`config.mk`:
```
export PLATFORM = sky130hd
export DESIGN_NAME = pri_encode_scan
export DESIGN_NICKNAME = d
export VERILOG_FILES = /design/src/rtl/pri_encode_scan_pkg.sv /design/src/rtl/pri_encode_scan_hex7seg.sv /design/src/rtl/pri_encode_scan.sv
export SDC_FILE = /design/constraint.sdc
export NUM_CORES = 1
export LEC_CHECK = 0
export ABC_AREA = 0
export CELL_PAD_IN_SITES_DETAIL_PLACEMENT = 2
export CELL_PAD_IN_SITES_GLOBAL_PLACEMENT = 2
export CORE_MARGIN = 5
export CORE_UTILIZATION = 25
export DETAILED_ROUTE_END_ITERATION = 16
export MAX_ROUTING_LAYER = met4
export PLACE_DENSITY = 0.79
export RECOVER_POWER = 100
export SETUP_SLACK_MARGIN = 0.05
export SLEW_MARGIN = 5
export SYNTH_ARGS = -nofsm -noshare
export SYNTH_HDL_FRONTEND = slang
export SYNTH_SLANG_ARGS = --single-unit
```
`constraint.sdc`:
```
create_clock -name clk -period 1.95 [get_ports clk]
set_input_delay 0.2925 -clock clk [delete_from_list [all_inputs] [get_ports clk]]
set_output_delay 0.2925 -clock clk [all_outputs]
set_load 0.02 [all_outputs]
```
`src/rtl/pri_encode_scan_pkg.sv`:
```
// pri_encode_scan_pkg
// Shared constants for the priority encoder / seven-segment scanner.
//   HEX_SEG   : 16-entry active-low segment table, bit order {g,f,e,d,c,b,a}
//   SEG_BLANK : all segments off (active-low, so all ones)
package pri_encode_scan_pkg;

    localparam logic [6:0] SEG_BLANK = 7'h7F;

    localparam logic [6:0] HEX_SEG [16] = '{
        7'h40, 7'h79, 7'h24, 7'h30,
        7'h19, 7'h12, 7'h02, 7'h78,
        7'h00, 7'h10, 7'h08, 7'h03,
        7'h46, 7'h21, 7'h06, 7'h0E
    };

endpackage

```
`src/rtl/pri_encode_scan_hex7seg.sv`:
```
// hex7seg
// Purely combinational hex-digit to seven-segment decoder.
//   nib : 4-bit value to show
//   seg : active-low segment pattern {g,f,e,d,c,b,a}
module hex7seg
    import pri_encode_scan_pkg::*;
(
    input  logic [3:0] nib,
    output logic [6:0] seg
);

    // Straight table lookup; the table lives in the package so every
    // display block in the design shares one glyph set.
    assign seg = HEX_SEG[nib];

endmodule

```
`src/rtl/pri_encode_scan.sv`:
```
// pri_encode_scan
// Registered priority encoder with a time-multiplexed, common-anode
// seven-segment readout of {idc, y} in hex.
//   clk   : system clock, all state on the rising edge
//   rst_n : synchronous active-low reset
//   x     : request vector, bit W-1 has the highest priority
//   en    : encoder enable; when low the result is cleared
//   hold  : keep the last valid result while x is all zeros
//   idc   : registered valid flag, 1 when y is a real index
//   y     : registered index of the highest set bit of x
//   seg   : active-low segment pattern {g,f,e,d,c,b,a}
//   an    : active-low digit enables, one digit lit at a time
module pri_encode_scan
    import pri_encode_scan_pkg::*;
#(
    parameter int W    = 16,
    parameter int IW   = $clog2(W),
    parameter int NDIG = 2,
    parameter int SCAN = 1000
) (
    input  logic            clk,
    input  logic            rst_n,
    input  logic [W-1:0]    x,
    input  logic            en,
    input  logic            hold,
    output logic            idc,
    output logic [IW-1:0]   y,
    output logic [6:0]      seg,
    output logic [NDIG-1:0] an
);

    localparam int SCW = (SCAN > 1) ? $clog2(SCAN) : 1;
    localparam int DGW = (NDIG > 1) ? $clog2(NDIG) : 1;
    localparam int DW  = NDIG * 4;

    logic [IW-1:0]  hit_idx;
    logic           hit;
    logic [SCW-1:0] sc;
    logic [DGW-1:0] dig;
    logic [DW-1:0]  dval;
    logic [3:0]     nib;
    logic [6:0]     seg_next;

    // Priority search runs low to high so the highest set bit is the
    // last one written and therefore wins.
    always_comb begin
        hit_idx = '0;
        hit     = 1'b0;
        for (int i = 0; i < W; i++) begin
            if (x[i]) begin
                hit_idx = IW'(i);
                hit     = 1'b1;
            end
        end
    end

    // Encoder result register. Disabled clears unconditionally; hold only
    // matters when enabled and no request is present.
    always_ff @(posedge clk) begin
        if (!rst_n) begin
            y   <= '0;
            idc <= 1'b0;
        end else if (!en) begin
            y   <= '0;
            idc <= 1'b0;
        end else if (hit) begin
            y   <= hit_idx;
            idc <= 1'b1;
        end else if (!hold) begin
            y   <= '0;
            idc <= 1'b0;
        end
    end

    // The displayed value is the valid flag stacked on top of the index,
    // zero-extended to fill all digits.
    assign dval = DW'({idc, y});

    // Pick the nibble for the digit currently being scanned.
    always_comb begin
        nib = 4'h0;
        for (int k = 0; k < NDIG; k++) begin
            if (dig == DGW'(k)) begin
                nib = dval[4*k +: 4];
            end
        end
    end

    hex7seg u_hex7seg (
        .nib (nib),
        .seg (seg_next)
    );

    // Dwell counter and digit index. The digit only advances when the
    // dwell counter wraps, so each digit gets SCAN cycles.
    always_ff @(posedge clk) begin
        if (!rst_n) begin
            sc  <= '0;
            dig <= '0;
        end else if (sc == SCW'(SCAN - 1)) begin
            sc <= '0;
            if (dig == DGW'(NDIG - 1)) begin
                dig <= '0;
            end else begin
                dig <= dig + 1'b1;
            end
        end else begin
            sc <= sc + 1'b1;
        end
    end

    // Display pins are registered from the current digit index, so the
    // pins lag dig by one cycle and digit 0 lights on the first cycle
    // after reset release.
    always_ff @(posedge clk) begin
        if (!rst_n) begin
            seg <= SEG_BLANK;
            an  <= '1;
        end else begin
            seg <= seg_next;
            an  <= ~(NDIG'(1) << dig);
        end
    end

endmodule

```
Word-level counts from Yosys, hierarchy flattened. Memory sizes are Yosys's and may differ from the RTL's. A register that Yosys moved wholly into a read port is not among the register bits. Cells that the tools add are included.

Memories kept: 1. Input port bits: 20. Output and inout bits: 14. Logic and storage cells: 54. Flip-flop bits (word level): 18. Bits in read-only memories: 112.

Memory list: (no name shown) (words 16, bits a word 7, read ports 1, clocked after Yosys merged registers in 1, wr ports 0, line pri_encode_scan_hex7seg.sv:14) `assign seg = HEX_SEG[nib];`.

Mux-type cells: 37. $add $sub $neg: 2. Reductions and logical operators: 3. Shift operators: 1. Bitwise gates (word level): 3. Eq/ne operators: 2.

Operators with widths (number): 4-bit 2-to-1 mux (16); 1-bit 2-to-1 mux (20); 10-bit by 1-bit adder with 10-bit output, second input constant (1); 10-bit == test, second input constant (1); 4-bit inverter with 5-bit output (1); 2-bit 2-to-1 mux (1); 2-bit by 1-bit != test with 1-bit output, second input constant (1); 2-bit inverter (1); 2-bit AND reduction (1); 2-bit OR reduction (1); 1-bit by 1-bit left shift with 2-bit output, first input constant (1); 1-bit adder, second input constant (1); 1-bit logical NOT (1); 1-bit inverter (1).

Logic depth before layout (Yosys ltp). Gate-level depths: netlist (run 1).

Depth in word-level cells: 17. Mapped depth: 7. Mapped depth without buffers: 6.

Hierarchy. From an unflattened synthesis (run 1), not the netlist that was laid out.

Cells, all modules: 143. Area total of the unflattened synthesis: 1320.0 um^2.

By module, submodules not included: pri_encode_scan (area an instance 1051.0 um^2, instances 1, sequential area each 500.5 um^2, cells each 110); hex7seg (area an instance 269.0 um^2, instances 1, sequential area each 0.0 um^2, cells each 33).

Worst setup path after synthesis (run 1). OpenSTA, ideal clock, no wires.

Kind: reg2reg. Start point: reg dig. End point: reg seg[3]. Arrival time: 1816 ps. Data required time: 1833 ps. Clock period less this slack: 1933 ps. Path buffers: 1. Setup slack: 17 ps. Setup time: 117 ps. Cell stages (with the launch flop): 6. Cells stage by stage: dfxtp_1 clkbuf_1 mux2_2 ha_1 mux4_2 nand2b_1.

Word-level cells in the longest chain between the ends: 2.

RTL lines: from (decl) (line pri_encode_scan.sv:39) `logic [DGW-1:0] dig;`; from (signal assigned) (line pri_encode_scan.sv:105) `dig <= dig + 1'b1;`; 4-bit 2-to-1 mux (line pri_encode_scan.sv:83) `if (dig == DGW'(k)) begin`; 4-bit inverter with 5-bit output (implied by the code) (line pri_encode_scan_hex7seg.sv:14); to (decl) (line pri_encode_scan.sv:28) `output logic [6:0] seg,`.

Every way passes these cells. A chain may end at the register's enable or synchronous reset.

Worst setup path in the final report (run 1).
Start point: in x[5]. End point: reg y[1].

Word-level cells in the longest chain between the ends: 12. Elaborated cells between the ends (all ways): 24. Classes of those cells: eq/ne: 1; mux: 23.

RTL lines: from (decl) (line pri_encode_scan.sv:23) `input logic [W-1:0] x,`; 1-bit 2-to-1 mux or 4-bit 2-to-1 mux (tied branches) (11 in a row) (line pri_encode_scan.sv:50) `if (x[i]) begin`; 2-bit by 1-bit != test with 1-bit output (no line) or 4-bit 2-to-1 mux (tied branches); to (signal assigned) (line pri_encode_scan.sv:67) `y <= hit_idx;`; to (decl) (line pri_encode_scan.sv:27) `output logic [IW-1:0] y,`.

Parallel ways exist; a longest one is shown, timed or not.

==> results of run 1 <==
[cell type report]
type / count / share of cell area, %
inverter: 8 / 1.64
sequential: 25 / 27.4
timing repair buffer: 46 / 23.4
clock buffer: 3 / 2.26
clock inverter: 1 / 0.274
tap: 70 / 4.79
multi-input combinational: 110 / 40.2
[critical path: stages]
cell and delay (ps):
clkdlybuf4s50_1 460, or4_1 600, nor4_4 410, nand3_1 130, a21oi_1 170
[state kept, by name, summed over array words and instances (netlist names)]
register  flops
seg           7
an            2
y             4
idc           1
sc           10
dig           1
[final timing paths]
path                  to  startpoint  cells past startpoint
hold reg to reg    sc[0]       sc[0]                      1
hold / removal     sc[0]       sc[0]                      1
setup / recovery    y[1]        x[5]                      5
setup reg to reg  seg[3]         dig                      6
[layer usage]
metal,global-route usage [%],wire length [um]
met5,-,0
met1,14.5,1640
met4,5.81,83
met2,26.6,2260
met3,2.08,108
[cells by family (layout without fill, tap and decap cells)]
kind of cell	count (synthesis)	count (layout)	share of synthesized area [%]
AOI/OAI and AO/OA	22	22	11.9
muxes	4	4	4.19
and+or+nand+nor	68	68	28.5
buffers and inverters	12	58	3.51
xor gates and xnor gates	9	9	6.14
DFF	25	25	39.0
adders and majority gates	7	7	6.82
[through the flow]
stage	setup WS [ps]	total power (uW)
after global routing	29.9	1160
after global placement	-59.6	788
after CTS	87.1	1120
after floorplan	53.1	663
final	90.0	1100
after detailed placement	-140	804
[power groups by stage]
stage | clock, uW | combinational (uW) | sequential, uW
floorplan | 0 | 78.1 | 584
CTS | 327 | 244 | 551
global placement | 0 | 228 | 560
detailed placement | 0 | 242 | 562
finish | 317 | 231 | 549
global route | 353 | 252 | 553
[placed cells by master (no fill, tap or decap), types with 4 or more instances in the layout]
cell / count
nand2b_1: 8
dfxtp_1: 24
clkdlybuf4s50_1: 18
nor2_1: 17
buf_4: 13
nand2_1: 11
dlygate4sd3_1: 15
nand3_1: 9
nor2b_1: 4
ha_1: 7
o211ai_1: 5
xnor2_1: 6
inv_1: 8
nor3_1: 6
==> results.md, run 1 <==
* Avg Cell Area, Syn at 8.73 um2
* List of most frequent post-synthesis cells: dfxtp_1, nor2_1, nand2_1
* Placed Area at 1780 um2
* Fin area at 1830 um2
* CTS clk-pin slew, worst paths at 90 ps
* Pins Over Slew Limit at 0
* Fraction of registers with async set/reset at 0%
* Post-CTS setup buffer count at 0
* GRT Total Usage at 14.1%
* VDD IR max at 0.250 mV
* RSZ-0062 raised after global routing: no
* Max Freq at 0.538 GHz
* Row count at 26
* Num CTS Buffers at 3
* WP data required at 2160 ps
* Final min period at 1860 ps
* Fillers at 583
* Hpwl dp at 3440 um
* Sequential standard cell area at 502 um2
* Skew-Pair Late Insertion Delay at 280 ps
* Multi-input gate area at 734 um2
* Clock sink count at 25
* Initial DRC Count at 27
* Worst rel slew slack at 68.8%
* DRT Pass-1 Iters at 4
* Post-Route WL at 4090 um
* Vias at 1245
* Worst Clk Skew at 4.68 ps
* Final GP Congestion at 0.872
* Arrival @ worst endpoint at 2070 ps
* Vias in the first global route at 1474
* Syn Std Cell Area at 1280 um2
* Initial antenna violation count at 0
* Net Sw Frac at 27.7%
* Grt total ovfl at 0
* DRC at 0
* Area contributors post-synth: dfxtp_1, ha_1, nor2_1
* Die Y at 81.7 um
* Port bufs at 33
* Syn_nets at 174
* Resized cells post-CTS at 0
* Synth warn at 0
* Placed cell count at 259
* First-pass GRT wire length at 6970 um
* Core ar. at 5040 um2
* Sequential fraction of the synthesis area at 39.0%
* CTS H-tree depth at 1
* PD cells at 600 nW/um2
* Largest net degree at the start of global routing at 15
* CTS tree: done
* # setup viols final at 0
* CP Capture Type: register
* Post-synthesis cell count at 147
* CTS Hold Buffers Added at 0
* Flop2flop setup slack at 150 ps
* Yosys reg bits at 25
* Root buf cell: clkbuf_8
* Leak at 0.000687 uW
* Critical Path Start Type: input port
* Ant diodes at 0
* Final hold vios at 0
* Int Pwr at 793 uW
* Status: complete, no violations
* Share of cells above drive strength 1 at 11.4%
* Top Ports at 34
* Post-synth EDFFs at 0
* Setup TNS at 0 ps
* Critical path class: in -> reg
* Psw at 304 uW
* Die footprint at 6670 um2
* Largest area contributor in the netlist: dfxtp_1
* Clock Tree Buf Depth at 2
* Most common cell in the netlist: dfxtp_1
* Max-cap viol count at 0
* Comb pwr share at 21.1%
* Worst-margin pin slew at 456 ps
* Antenna viol nets, final at 0
* Power share of the clock group at 28.9%
* Layout area overhead at 42.4%
* Wire per inst at 15.6 um
* Post-synth top flop: dfxtp_1
* Period utilization at 95.4%
* Initial Util at 25.5%
* Peak fanout along the critical path at 5
* Post-Layout Cell Count at 263
* Min Hold Slack at 453 ps
* DIE WIDTH at 81.7 um
* Via density at 4.73
* Fin util at 36.3%
* Sequential power share at 50.0%
* Final net count at 221
* Synth cell types at 33
* Hold Path Class: reg -> reg
* Top-area cell type share of the netlist area at 39.0%
(Power assumes the default switching activity.)
==> inputs of run 2 (changes only) <==
Settings changed: ABC_AREA 0 to not set.
==> results of run 2 <==
Final layout, timing and power as in run 1 (identical DEF).
